`config.mk`:
```
export PLATFORM = sky130hd
export DESIGN_NAME = fetch_decode
export DESIGN_NICKNAME = d
export VERILOG_FILES = /design/src/rtl/fetch_decode.sv
export SDC_FILE = /design/constraint.sdc
export NUM_CORES = 1
export LEC_CHECK = 0
export ABC_AREA = 1
export BUFFER_PORTS_ARGS = -buffer_cell sky130_fd_sc_hd__buf_2
export CORE_UTILIZATION = 48
export DETAILED_ROUTE_END_ITERATION = 12
export PLACE_DENSITY = 0.84
export SETUP_SLACK_MARGIN = 0.02
export SLEW_MARGIN = 5
export SYNTH_ARGS = -nofsm -noshare
export SYNTH_HDL_FRONTEND = slang
export SYNTH_SLANG_ARGS = --single-unit
```
`constraint.sdc`:
```
create_clock -name CLK -period 2.4 [get_ports CLK]
set_input_delay 0.36 -clock CLK [delete_from_list [all_inputs] [get_ports CLK]]
set_output_delay 0.36 -clock CLK [all_outputs]
set_load 0.02 [all_outputs]
```
`src/rtl/fetch_decode.sv`:
```
// IF/ID pipeline stage: latches the fetched word, resolves BR/BEQZ in ID and
// drives redirect/freeze controls back to fetch, with a sticky HALT.
module fetch_decode #(
  parameter int IW = 9,
  parameter int PW = 8
) (
  input  logic          CLK,
  input  logic          Init,
  input  logic [PW-1:0] PC,
  input  logic [IW-1:0] InstIn,
  input  logic          Zero,
  input  logic          Stall,
  output logic          Branch,
  output logic [PW-1:0] Target,
  output logic          Halt,
  output logic          ValidOut,
  output logic [3:0]    OpcodeOut,
  output logic [4:0]    OperandOut,
  output logic [PW-1:0] PCOut,
  output logic          Done
);

  localparam logic [3:0] OP_BR   = 4'hD;
  localparam logic [3:0] OP_BEQZ = 4'hE;
  localparam logic [3:0] OP_HALT = 4'hF;

  logic [IW-1:0] ir;
  logic [PW-1:0] ir_pc;
  logic          ir_valid;
  logic          halted;

  logic [3:0]    opcode;
  logic [4:0]    operand;
  logic [PW-1:0] off;
  logic          halt_id;
  logic          take;

  assign opcode  = ir[IW-1 -: 4];
  assign operand = ir[4:0];
  assign off     = {{(PW-5){operand[4]}}, operand};

  assign halt_id = ir_valid & (opcode == OP_HALT);
  assign take    = ir_valid & ~Stall & ~halted &
                   ((opcode == OP_BR) | ((opcode == OP_BEQZ) & Zero));

  // Fetch adds PC+1 itself while sitting at IRPC+1, so the offset is pre-decremented.
  assign Branch     = ~Init & take;
  assign Target     = Init ? {PW{1'b1}} : off - {{(PW-1){1'b0}}, 1'b1};
  assign Halt       = ~Init & (Stall | halted | halt_id);
  assign ValidOut   = ~Init & ir_valid & ~Stall & ~halted;
  assign OpcodeOut  = opcode;
  assign OperandOut = operand;
  assign PCOut      = Init ? {PW{1'b0}} : ir_pc;
  assign Done       = ~Init & halted;

  always_ff @(posedge CLK) begin
    if (Init) begin
      ir       <= '0;
      ir_pc    <= '0;
      ir_valid <= 1'b0;
      halted   <= 1'b0;
    end else if (halted) begin
      ir_valid <= 1'b0;
    end else if (Stall) begin
      ir       <= ir;
      ir_pc    <= ir_pc;
      ir_valid <= ir_valid;
    end else if (halt_id) begin
      halted   <= 1'b1;
      ir_valid <= 1'b0;
    end else if (take) begin
      // The word fetched at IRPC+1 is on the wrong path; capture it as a bubble.
      ir       <= InstIn;
      ir_pc    <= PC;
      ir_valid <= 1'b0;
    end else begin
      ir       <= InstIn;
      ir_pc    <= PC;
      ir_valid <= 1'b1;
    end
  end

endmodule

```
==> results by stage, run 1 <==
Setup path:
- The setup slack on the worst flop-to-flop path is about 1.1 ns.
- In this design, the stage delay of the slowest critical-path cell is 0.36 ns.
- The critical register-to-register path endpoint is ir[3]$_SDFFE_PP0P_.
- The worst reg2reg path startpoint is ir_valid$_SDFFE_PP0N_.
- STA classifies the critical path startpoint as a flip-flop.
- The slowest stage of the critical path is the dfxtp_1 cell.
- The cell depth of the worst flop-to-flop path is 7.
- The critical path in this run is classified as reg -> out.
- Among the stages of the critical path, the cell type that occurs most often is inv_1.
- The nature of the critical path endpoint is an output port.
- In this run the worst path has a maximum fanout of 4.
- STA puts the critical path data arrival time at 1.63 ns.
- The required time of the critical path is 2.04 ns.
- The critical path goes through inv_1 > ha_1 > inv_1 > or2_2 > o21ai_0 > nand3_1 > buf_2.

Job:
- The number of maximum-capacitance violations is 0.

Worst hold path:
- The path class of the lowest-slack min-delay path is in -> reg.
- The origin of the worst min-delay path is InstIn[6].
- The worst hold path was traced through 3 stages.
- The hold-critical path endpoint is ir[6]$_SDFFE_PP0P_.

Synth:
- The sequential fraction of the synthesis area is 0.384.
- The gate count of the mapped netlist is between 100 and 150.
- The most instantiated flip-flop cell in the synthesis netlist is dfxtp_1.
- The dominant cell by count in the synthesized netlist is nor2_1.
- The synthesized design contains 19 register bits.
- Yosys mapped the design onto 21 distinct sky130hd cell types.
- Of all cell types, the one taking the most synthesized area is dfxtp_1.
- The total number of yosys warnings is 0.
- After synthesis, the most frequently instantiated cells are nor2_1 (36), inv_1 (23), dfxtp_1 (19).
- Sorting the synthesized cells by area gives the leading types as dfxtp_1 (38%), nor2_1 (14%), inv_1 (8.7%), o21ai_0 (7.6%), nor2_2 (6.3%).
- The top cell type's share of synthesized area is 0.384.
- In this run the cell area of the synthesized design comes to 990 um^2.
- After synthesis, the share of flip-flops with an asynchronous set or reset is 0.
- Counting flops with a built-in enable in the synthesized netlist gives 0.
- The synthesized area per cell is 6.78 um^2.
- The synthesized net count is 168.

Floorplan:
- Row generation in the floorplan step produced 16 rows.
- The floorplan step defined a die boundary enclosing 2250 um^2.
- For this configuration, the core starts out at a cell density of 0.510.
- In this run the count of I/O pins placed on the die edge is 50.
- The die width is 47.4 um.
- After floorplanning, the core was sized to cover 1940 um^2.
- The height of the die is 47.4 um.

Placed design:
- The number of placed cells counting well taps is about 210.
- Routability-driven placement finished with a final weighted congestion of 0.902.
- In this run the tool buffered the top-level ports with 49 buffer cells.
- The minimum setup slack after placement is 0.619 ns.
- Once detailed placement completed, the half-perimeter wirelength came to 1.64 mm.

GRT:
- The via count of the first global-routing pass is 906.
- The leftover overflow at the end of global routing is 0.
- The number of antenna violations at the first check in global routing is 0.
- Entering global routing, the biggest net connects 21 pins.
- The first global-routing pass estimated 3.31 mm of wire.
- Across every metal layer, demand over resource in global routing totals 0.205.

Clock tree:
- For the worst-skew pair, the clock arrives at the later sink with an insertion delay of 0.29 ns.
- The total clock buffers created by CTS is 3.
- TritonCTS built the clock tree.
- The root buffer cell chosen for the clock tree is clkbuf_4.
- In this run the number of H-tree levels came out at 1.
- Clock-pin slew was measured on the worst setup and hold paths at 0.12 ns.
- The clock passes through at most 2 buffers.
- In this run, post-CTS repair resized a total of 0 instances.
- For this design, the CTS-stage hold fixing added 0 buffers.
- The number of clock sinks seen by CTS is 19.
- The number of setup buffers added after CTS is 0.

Timing:
- The final cycle utilization of the critical path is 0.828.
- The minimum period implied by the final worst setup slack is 1.99 ns.
- Setup repair after global routing left no endpoint under its margin.
- The final max-slew violation count is 0.
- The maximum clock skew at final layout is 0.0130 ns.
- Headroom to the max-slew limit came out at 0.671.
- Static timing analysis puts the maximum clock frequency at 0.503 GHz.
- After layout, the worst setup slack is 0.414 ns.
- For the final routed database, the setup TNS stands at 0 ns.
- Setup violations remaining at the end of the flow were counted as 0.
- The count of endpoints failing hold in the final timing report is 0.
- The slew at the pin with the worst max-slew slack is 0.493 ns.

Routing:
- The number of vias per cell is about 4.7.
- The routed wire length is 2.18 mm.
- The number of design-rule violations left by the first detailed-router iteration is 11.
- The final route contains 1019 vias.
- The count of nets left with antenna violations after detail routing is 0.
- The post-detailed-route DRC marker count is 1.
- The first-pass iteration count of the detailed router is 8.
- Dividing the detail-routed wire length by the instance count gives about 10 um.

Run status:
- The run finished, with violations left.
- The final reports fail on design-rule violations.

Power:
- The share of total power dissipated in the clock network is 0.233.
- Summed over all nets, the switching power comes to between 200 and 250 uW.
- The sequential group share of total power is 0.514.
- The largest voltage drop on the vdd net is 456 uV.
- The power per cell area is about 560 nW/um^2.
- The share of total power consumed by net switching is 0.327.
- The portion of total power attributed to combinational logic is 0.253.
- The total power consumption of the routed design is around 700 uW.
- The analysis attributes to cell leakage a power of between 0.0006 and 0.0007 uW.
- The cell-internal power is about 470 uW.

Cells and area:
- Excluding fillers, the count of instances in the completed layout stands at ~220.
- 0 antenna diodes ended up in the layout.
- Summing all flip-flop and latch instances after layout gives 380 um^2.
- The post-synthesis to final-layout area growth is 24.3%.
- The number of nets at the end of the flow is 214.
- The count of filler cells inserted in the layout is 200.
- The final standard cell utilization of the core is 0.633.
- The fraction of layout instances using a drive strength above 1 is 0.356.
- Summing all multi-input logic gate instances after layout gives 452 um^2.
==> power groups by stage <==
stage / clock network [uW] / registers, uW / logic [uW]
finish: 162 / 356 / 175
global route: 175 / 360 / 196
CTS: 161 / 356 / 177
floorplan: 0 / 374 / 115
detailed placement: 0 / 363 / 176
global placement: 0 / 361 / 170
==> area by class of cell <==
cell class,count,share of cell area
multi-input combinational,95,0.367
sequential,19,0.309
timing repair buffer,49,0.199
inverter,24,0.0753
tap,27,0.0275
clock buffer,4,0.0214
==> metrics by stage <==
stage / area [um^2] / hold WS, ns
finish: 1230 / 0.281
global route: 1230 / 0.299
CTS: 1230 / 0.287
detailed placement: 1200 / 0.483
global placement: 1200 / 0.476
floorplan: 990 / 0.465
==> placed cells by master, fill, tap and decap left out, drive strengths merged, types with 2 or more instances in the layout <==
master,instances
a21oi,6
nand3,4
nor2,47
inv,24
dfxtp,19
nand2,16
o21ai,18
buf,49
clkbuf,4
or2,2
==> metal layers <==
| metal | vias to the layer above | track usage | share of wire |
|---|---|---|---|
| li1 | 528 | - | - |
| met1 | 451 | 0.220 | 0.42 |
| met5 | - | 0 | 0 |
| met4 | 0 | 0.0686 | 0.0073 |
| met2 | 36 | 0.392 | 0.51 |
| met3 | 4 | 0.0423 | 0.055 |
==> worst max-delay path by stage <==
stage	from	end	slack (ns)	depth (start not counted)
final	ir[0]$_SDFFE_PP0P_	Target[4]	0.41	7
after CTS	ir[0]$_SDFFE_PP0P_	Target[4]	0.42	7
after detailed placement	Init	ValidOut	0.62	5
after global placement	Init	ValidOut	0.70	5
after floorplan	ir[8]$_SDFFE_PP0P_	Halt	0.72	7
after global routing	ir[0]$_SDFFE_PP0P_	Target[4]	0.28	7
==> flip-flops by register name, summed over array words and instances (netlist names) <==
signal    cells
halted        1
ir            9
ir_pc         8
ir_valid      1
==> logic make-up after synthesis <==
kind of cell	count (synthesis)	share of synthesized area
AO/OA/AOI/OAI	25	0.129
adder cells (fa/ha/maj)	1	0.0126
buffers and inverters	32	0.159
AND/OR/NAND/NOR	69	0.315
flip-flops	19	0.384
==> critical path: cells and delay by family, from the launching register on <==
kind	cells	cell delay, ns
compound gates	1	0.16
simple gates	2	0.38
buf+inv	3	0.30
flops	1	0.36
fa+ha+maj	1	0.15
Note: power is estimated with default switching activity, not from simulation.
==> run 2: changes to the inputs <==
--- a/config.mk
+++ b/config.mk
@@ -7,9 +7,9 @@
 export LEC_CHECK = 0
 export ABC_AREA = 1
 export BUFFER_PORTS_ARGS = -buffer_cell sky130_fd_sc_hd__buf_2
-export CORE_UTILIZATION = 48
+export CORE_UTILIZATION = 44
 export DETAILED_ROUTE_END_ITERATION = 12
-export PLACE_DENSITY = 0.84
+export PLACE_DENSITY = 0.78
 export SETUP_SLACK_MARGIN = 0.02
 export SLEW_MARGIN = 5
 export SYNTH_ARGS = -nofsm -noshare
==> constraint.sdc (replaced) <==
create_clock -name CLK -period 1.9 [get_ports CLK]
set_input_delay 0.285 -clock CLK [delete_from_list [all_inputs] [get_ports CLK]]
set_output_delay 0.285 -clock CLK [all_outputs]
set_load 0.02 [all_outputs]
==> run 2 against run 1 <==
  * Clock power increased by 19%
  * Register-to-register slack worse by 0.44 ns
  * Final cell count grew 3.2%
  * Core utilization rose by 0.51 points
  * Setup slack got worse by 0.28 ns
  * Sequential cell count is the same
  * Global-route usage is 1.6 points lower
  * Clock skew decreased by 0.012 ns
  * The run now ends clean
  * Worst hold slack got worse by 0.073 ns
  * Largest cell class unchanged
==> results by stage, run 2 (synthesis gave the netlist of run 1 again) <==
Placed design:
- The count of input and output buffers came to 49 (unchanged).
- The final weighted congestion of routability-driven global placement is 0.718 (-20%).
- The sum of net half-perimeters after detailed placement is 1.64 mm (-0.25%).
- The number of placed cells counting well taps is 216 (+0.93%).
- The standard cell area after detailed placement is 1220 um^2 (+1.2%).

Clock tree:
- Clock tree synthesis selected as its root buffer the cell clkbuf_4.
- The total clock buffers created by CTS was 3 (unchanged).
- The clock slew seen by the registers of the worst setup and hold paths is 0.10 ns (-0.02 ns).
- The number of hold-repair buffers added at the cts stage is 0 (unchanged).
- The source-to-sink clock delay at the later pin of the worst-skew pair was 0.28 ns (about the same).
- The number of clock sinks seen by CTS was 19 (unchanged).
- The count of H-tree levels built during CTS is 1 (unchanged).
- The TritonCTS clock tree is done.
- The maximum buffer depth of the clock tree is 2 (unchanged).

Power:
- The leakage power figure was 0.000710 uW (+5.7%).
- The power per cell area is 679 nW/um^2 (+21%).
- The largest voltage drop on the vdd net is 359 uV (-21%).

Worst hold path:
- The startpoint identified for the worst hold timing path is InstIn[8].
- The hold-critical path endpoint is ir[8]$_SDFFE_PP0P_.
- The path class of the lowest-slack min-delay path is in -> reg.
- The number of cells on the worst hold path is 3 (unchanged).

Routing:
- The routed length per placed instance was 10.0 um (about the same).
- The count of nets left with antenna violations after detail routing is 0 (unchanged).
- The detailed-route via count is 1034 (+1.5%).
- The wire length on met3 is 115 um (-4.2%).
- The first-pass iteration count of the detailed router is 4 (-4).
- The wire length the detailed router placed on met1 is 1.03 mm (+11%).
- The detailed router used layers up to and including met4.
- The number of design-rule violations left by the first detailed-router iteration is 13 (+2).
- The met2 routed wirelength came to 1.10 mm (-1.8%).
- The routed wire length came to 2.25 mm (+3.3%).
- The post-detailed-route DRC marker count is 0 (-1).
- The number of vias per cell was 4.60 (-1.7%).

Job:
- The number of maximum-capacitance violations came to 0 (unchanged).

Timing:
- The worst slew margin relative to its limit is 0.809 (+0.138).
- The final max-slew violation count is 0 (unchanged).
- In the finished design, the share of the clock period the worst path needs comes to 0.929.
- The maximum clock skew at final layout is 0.000603 ns (-0.0124 ns).
- The maximum clock frequency is ~0.57 GHz.
- The slew at the pin with the worst max-slew slack came to 0.286 ns (-0.206 ns).
- The count of endpoints failing hold in the final timing report is 0 (unchanged).
- Setup repair after global routing left no endpoint under its margin.
- The summed negative setup slack over all endpoints was 0 ns (unchanged).
- The hold slack came to 0.208 ns (-0.0725 ns).
- The count of endpoints failing setup in the final report is 0 (unchanged).
- The minimum period implied by the final worst setup slack is approximately 1.8 ns.

Floorplan:
- The I/O pin count is 50 (unchanged).
- The height of the die is 49.4 um (+4.3%).
- The area of the die is 2440 um^2 (+8.7%).
- The area of the placeable core was 2040 um^2 (+5.2%).
- The row count is 16 (unchanged).
- The die width is 49.4 um (+4.3%).
- The effective utilization at floorplan is 0.485 (-0.0250).

Setup path:
- The largest incremental delay on the critical path is 0.35 ns (about the same).
- The setup slack on the worst flop-to-flop path is 0.69 ns (-0.44 ns).
- The required time of the critical path came to 1.62 ns (-0.42 ns).
- The critical path is of the reg -> out type.
- The worst register-to-register path ends at ir_pc[4]$_SDFFE_PP0P_.
- The signal on the critical path passes through inv_1 > ha_1 > inv_1 > or2_4 > nor2_2 > nand2_1 > nand3_1 > buf_4.
- The cell seen most often among critical-path stages is inv_1.
- The cell depth of the worst flop-to-flop path is 7 (unchanged).
- The largest driver fanout on the critical path is 4 (unchanged).
- The startpoint kind of the worst setup timing path is a flip-flop.
- The critical path's slowest cell is dfxtp_2.
- STA classifies the critical path endpoint as an output port.
- The worst path arrival time is 1.48 ns (-0.15 ns).
- The worst register-to-register path begins at ir[8]$_SDFFE_PP0P_.
- The kind of cell with the highest combined delay along the critical path is simple AND/OR/NAND/NOR gates.
- The number of buffers and inverters on the critical path came to 3 (unchanged).

Cells and area:
- The area growth from synthesis to layout is 31.7%.
- The library cells used most frequently in the layout, excluding fill and tap cells, are buf_2 (48), nor2_1 (35), inv_1 (22).
- The number of nets at the end of the flow is 221 (+3.3%).
- The number of flip-flops in the largest register came to 9 (unchanged).
- In the final layout, the registers with the most flip-flops are ir: 9 flops, ir_pc: 8 flops.
- The library cell used most frequently in the layout, excluding fill and tap cells, is buf_2.
- The most flop-heavy register is ir.
- The post-route cell area was 1300 um^2 (+6.0%).
- The fraction of layout instances using a drive strength above 1 came to 0.409 (+0.0531).
- The number of diodes is 0 (unchanged).
- The count of filler cells inserted in the layout was 208 (+4.0%).
- The final standard cell count with taps included and fillers excluded is 225 (+3.2%).

Run status:
- The flow ran to the end, and the final reports show no timing, DRC or antenna violations.

GRT:
- The via count of the first global-routing pass came to 887 (-2.1%).
- The leftover overflow at the end of global routing is 0 (unchanged).
- The global-route wire length before repair came to 3.66 mm (+10%).
- The number of antenna violations at the first check in global routing came to 0 (unchanged).
- The largest net degree at the start of global routing came to 19 (-9.5%).
- The total global routing track utilization was 0.189 (-0.0160).
## run 2: routing by layer
layer,GRT usage,vias up
met5,0,-
met4,0.0619,0
met3,0.0218,2
met2,0.347,34
met1,0.226,455
li1,-,543
## run 2: layout make-up
| type | count | area, um^2 | share of cell area |
|---|---|---|---|
| Multi-Input combinational cell | 95 | 465 | 0.357 |
| Sequential cell | 19 | 385 | 0.296 |
| Timing Repair Buffer | 56 | 300 | 0.230 |
| Inverter | 24 | 92.6 | 0.0710 |
| Tap cell | 27 | 33.8 | 0.0259 |
| Clock buffer | 4 | 26.3 | 0.0202 |
## run 2: how the worst max path moves through the flow
stage                     cells after the start               start   endpoint
final                                         8  ir[1]$_SDFFE_PP0P_  Target[4]
after global routing                          8  ir[1]$_SDFFE_PP0P_  Target[4]
after CTS                                     8  ir[0]$_SDFFE_PP0P_  Target[4]
after detailed placement                      8  ir[0]$_SDFFE_PP0P_  Target[4]
after global placement                        7  ir[0]$_SDFFE_PP0P_  Target[4]
after floorplan                               7  ir[8]$_SDFFE_PP0P_       Halt
## run 2: what timing repair did
item | CTS | global route
endpoints found under the setup margin | 1 | 2
resized for setup | 4 | 6
buffers inserted | 0 | 5
## run 2: per-stage QoR
| stage | power (uW) | worst slack [ns] | util |
|---|---|---|---|
| finish | 885 | 0.136 | 0.638 |
| global route | 949 | 0.0271 | 0.638 |
| CTS | 881 | 0.0377 | 0.613 |
| detailed placement | 684 | 0.317 | 0.597 |
| global placement | 677 | 0.395 | 0.597 |
| floorplan | 618 | 0.299 | - |
## run 2: report_power, final
| part | internal [uW] | switching (uW) | total, uW |
|---|---|---|---|
| clock | 81.4 | 111 | 193 |
| sequential | 428 | 24.3 | 452 |
| combinational | 95.6 | 145 | 241 |
| total | 605 | 281 | 885 |
## run 2: tightest hold or removal path, stage by stage
cell and delay, ns:
buf_2 0.07, o21ai_0 0.07, inv_1 0.04
==> run 3: changes to the inputs <==
==> constraint.sdc (replaced) <==
create_clock -name CLK -period 1.9 [get_ports CLK]
set_input_delay 0.285 -clock CLK [delete_from_list [all_inputs] [get_ports CLK]]
set_output_delay 0.285 -clock CLK [all_outputs]
set_load 0.05 [all_outputs]
==> run 3 against run 2 <==
  * Final area grew 0.86%
  * Global-route usage shrank 0.40 points
  * Setup slack lost 0.033 ns
  * First-iteration DRC count grew 100%
  * Fmax shrank 1.9%
  * Critical path depth is the same
  * Via count grew 1.1%
  * Worst hold slack lost 0.0073 ns
  * Critical path type unchanged
  * Critical endpoint unchanged
  * Largest power group unchanged
  * Highest routed layer unchanged
==> results by stage, run 3 (synthesis gave the netlist of run 1 again) <==
Clock tree:
- The number of hold-repair buffers added at the cts stage is 0 (unchanged).
- The number of clock sinks seen by CTS is 19 (unchanged).
- The clock slew seen by the registers of the worst setup and hold paths came to 0.10 ns (about the same).
- The source-to-sink clock delay at the later pin of the worst-skew pair came to 0.29 ns (about the same).
- The root buffer cell is clkbuf_4.
- The maximum buffer depth of the clock tree came to 2 (unchanged).
- The TritonCTS clock tree is done.
- The total clock buffers created by CTS came to 3 (unchanged).
- The count of H-tree levels built during CTS is 1 (unchanged).

GRT:
- The global-route wire length before repair is 3.51 mm (-4.0%).
- The largest net degree at the start of global routing is 19 (unchanged).
- The met3 track demand over resource in global routing was 0.0280 (+0.00623).
- The via count of the first global-routing pass is 893 (+0.68%).
- The total global routing track utilization is 0.185 (-0.00403).
- The number of antenna violations at the first check in global routing is 0 (unchanged).
- The leftover overflow at the end of global routing came to 0 (unchanged).
- The met1 demand-to-capacity share in global routing is 0.200 (-0.0252).
- The global routing stage identified its most utilized layer as met2.
- The met2 layer usage reported by global route is 0.354 (+0.00685).

Routing:
- The routed wire length is 2.22 mm (-1.3%).
- The post-detailed-route DRC marker count is 0 (unchanged).
- The number of vias per cell was 4.69 (+2.0%).
- The count of nets left with antenna violations after detail routing is 0 (unchanged).
- The detailed-route via count is 1045 (+1.1%).
- The routed length per placed instance came to 9.96 um (-0.40%).
- The first-pass iteration count of the detailed router is 4 (unchanged).
- The number of design-rule violations left by the first detailed-router iteration is 26 (+13).

Cells and area:
- The largest registers in the layout are ir: 9 flops, ir_pc: 8 flops.
- The number of diodes is 0 (unchanged).
- The number of flip-flops in the largest register is 9 (unchanged).
- Relative to the synthesized area, the layout overhead comes to 32.9%.
- The number of nets at the end of the flow is 219 (-0.90%).
- The most flop-heavy register is ir.
- The top cell types in the final layout, fill and taps aside, are buf_2 (47), nor2_1 (34), inv_1 (23).
- The most common library cell in the layout ignoring fill and taps is buf_2.
- The fraction of layout instances using a drive strength above 1 is 0.413 (+0.00417).

Setup path:
- The critical path is of the reg -> out type.
- The worst path arrival time is 1.51 ns (+0.03 ns).
- STA classifies the critical path startpoint as a flip-flop.
- The largest driver fanout on the critical path is 3 (-1).
- The worst setup path is captured at an output port.
- The required time of the critical path came to 1.62 ns (about the same).

Timing:
- The summed negative setup slack over all endpoints came to 0 ns (unchanged).
- The final cycle utilization of the critical path came to 0.946 (+0.0176).
- The count of endpoints failing setup in the final report came to 0 (unchanged).
- The worst slew margin relative to its limit is 0.707 (-0.102).
- The count of endpoints failing hold in the final timing report is 0 (unchanged).
- The final max-slew violation count came to 0 (unchanged).
- Setup repair after global routing could not meet its margin everywhere.
- The slew at the pin with the worst max-slew slack is 0.439 ns (+0.153 ns).
- The minimum period implied by the final worst setup slack is 1.80 ns (+0.0335 ns).
- The maximum clock frequency is 0.556 GHz (-1.9%).
- The hold slack came to 0.201 ns (-0.00727 ns).
- The maximum clock skew at final layout is 0.00289 ns (+0.00229 ns).

Worst hold path:
- In this run the worst hold path is classified as in -> reg.

Floorplan:
- The area of the placeable core came to 2040 um^2 (unchanged).
- The die width is 49.4 um (unchanged).
- The area of the die came to 2440 um^2 (unchanged).
- The I/O pin count was 50 (unchanged).
- The effective utilization at floorplan is 0.485 (unchanged).
- The row count is 16 (unchanged).
- The height of the die came to 49.4 um (unchanged).

Placed design:
- The count of input and output buffers is 49 (unchanged).
- The final weighted congestion of routability-driven global placement came to 0.717 (-0.13%).
- The sum of net half-perimeters after detailed placement is 1.65 mm (+0.85%).

Run status:
- The flow ran to the end, and the final reports show no timing, DRC or antenna violations.

Power:
- The largest voltage drop on the vdd net is 577 uV (+60%).
- The total power consumption of the routed design is 985 uW (+11%).
- The leakage power figure is 0.000707 uW (-0.36%).
- The power per cell area is 749 nW/um^2 (+10%).

Job:
- The number of maximum-capacitance violations was 0 (unchanged).
[run 3: what timing repair did]
action | in CTS | in global routing
pin swaps | 0 | 1
resized for setup | 4 | 8
buffers inserted | 0 | 3
cloned | 0 | 0
setup endpoints to repair | 2 | 3
[run 3: critical path, stage by stage, from the launching register on]
cell and delay [ns]:
dfxtp_2 0.33, inv_1 0.06, ha_1 0.14, inv_1 0.05, or2_4 0.24, nor2_1 0.09
nand2_1 0.05, nand3_1 0.09, buf_6 0.17
[run 3: final timing paths]
path | end | depth (start not counted) | startpoint | slack [ns]
worst max-delay path | Target[4] | 8 | ir[0]$_SDFFE_PP0P_ | 0.10
worst min-delay path | ir[8]$_SDFFE_PP0P_ | 3 | InstIn[8] | 0.20
worst max register to register | ir_pc[2]$_SDFFE_PP0P_ | 7 | ir[8]$_SDFFE_PP0P_ | 0.63
worst min register to register | ir_pc[1]$_SDFFE_PP0P_ | 2 | ir_pc[1]$_SDFFE_PP0P_ | 0.50
[run 3: power breakdown]
part / internal [uW] / switching [uW] / leakage (uW)
combinational: 96.5 / 239 / 0.000533
clock: 81.8 / 117 / 0.0000150
sequential: 428 / 23.3 / 0.000159
total: 606 / 379 / 0.000707
[run 3: metrics by stage]
| step | area, um^2 | cells | utilization | setup WS (ns) |
|---|---|---|---|---|
| 5_1_grt | 1320 | 223 | 0.644 | -0.00155 |
| 3_5_place_dp | 1230 | 216 | 0.602 | 0.274 |
| 6_report | 1320 | 223 | 0.644 | 0.102 |
| 4_1_cts | 1260 | 220 | 0.619 | 0.0154 |
| 2_1_floorplan | 1000 | 146 | - | -0.0707 |
| 3_3_place_gp | 1230 | 216 | 0.602 | 0.310 |
[run 3: layout make-up]
class | instances | area (um^2)
Fill cell | 200 | 727
Multi-Input combinational cell | 95 | 482
Sequential cell | 19 | 385
Timing Repair Buffer | 54 | 295
Inverter | 24 | 92.6
Tap cell | 27 | 33.8
Clock buffer | 4 | 26.3
[run 3: per-layer routing]
metal / vias up / share of wire / routed length [um]
met5: - / 0 / 0
met3: 7 / 0.045 / 100
met1: 467 / 0.42 / 923
met2: 30 / 0.52 / 1150
met4: 0 / 0.021 / 46
li1: 541 / - / -
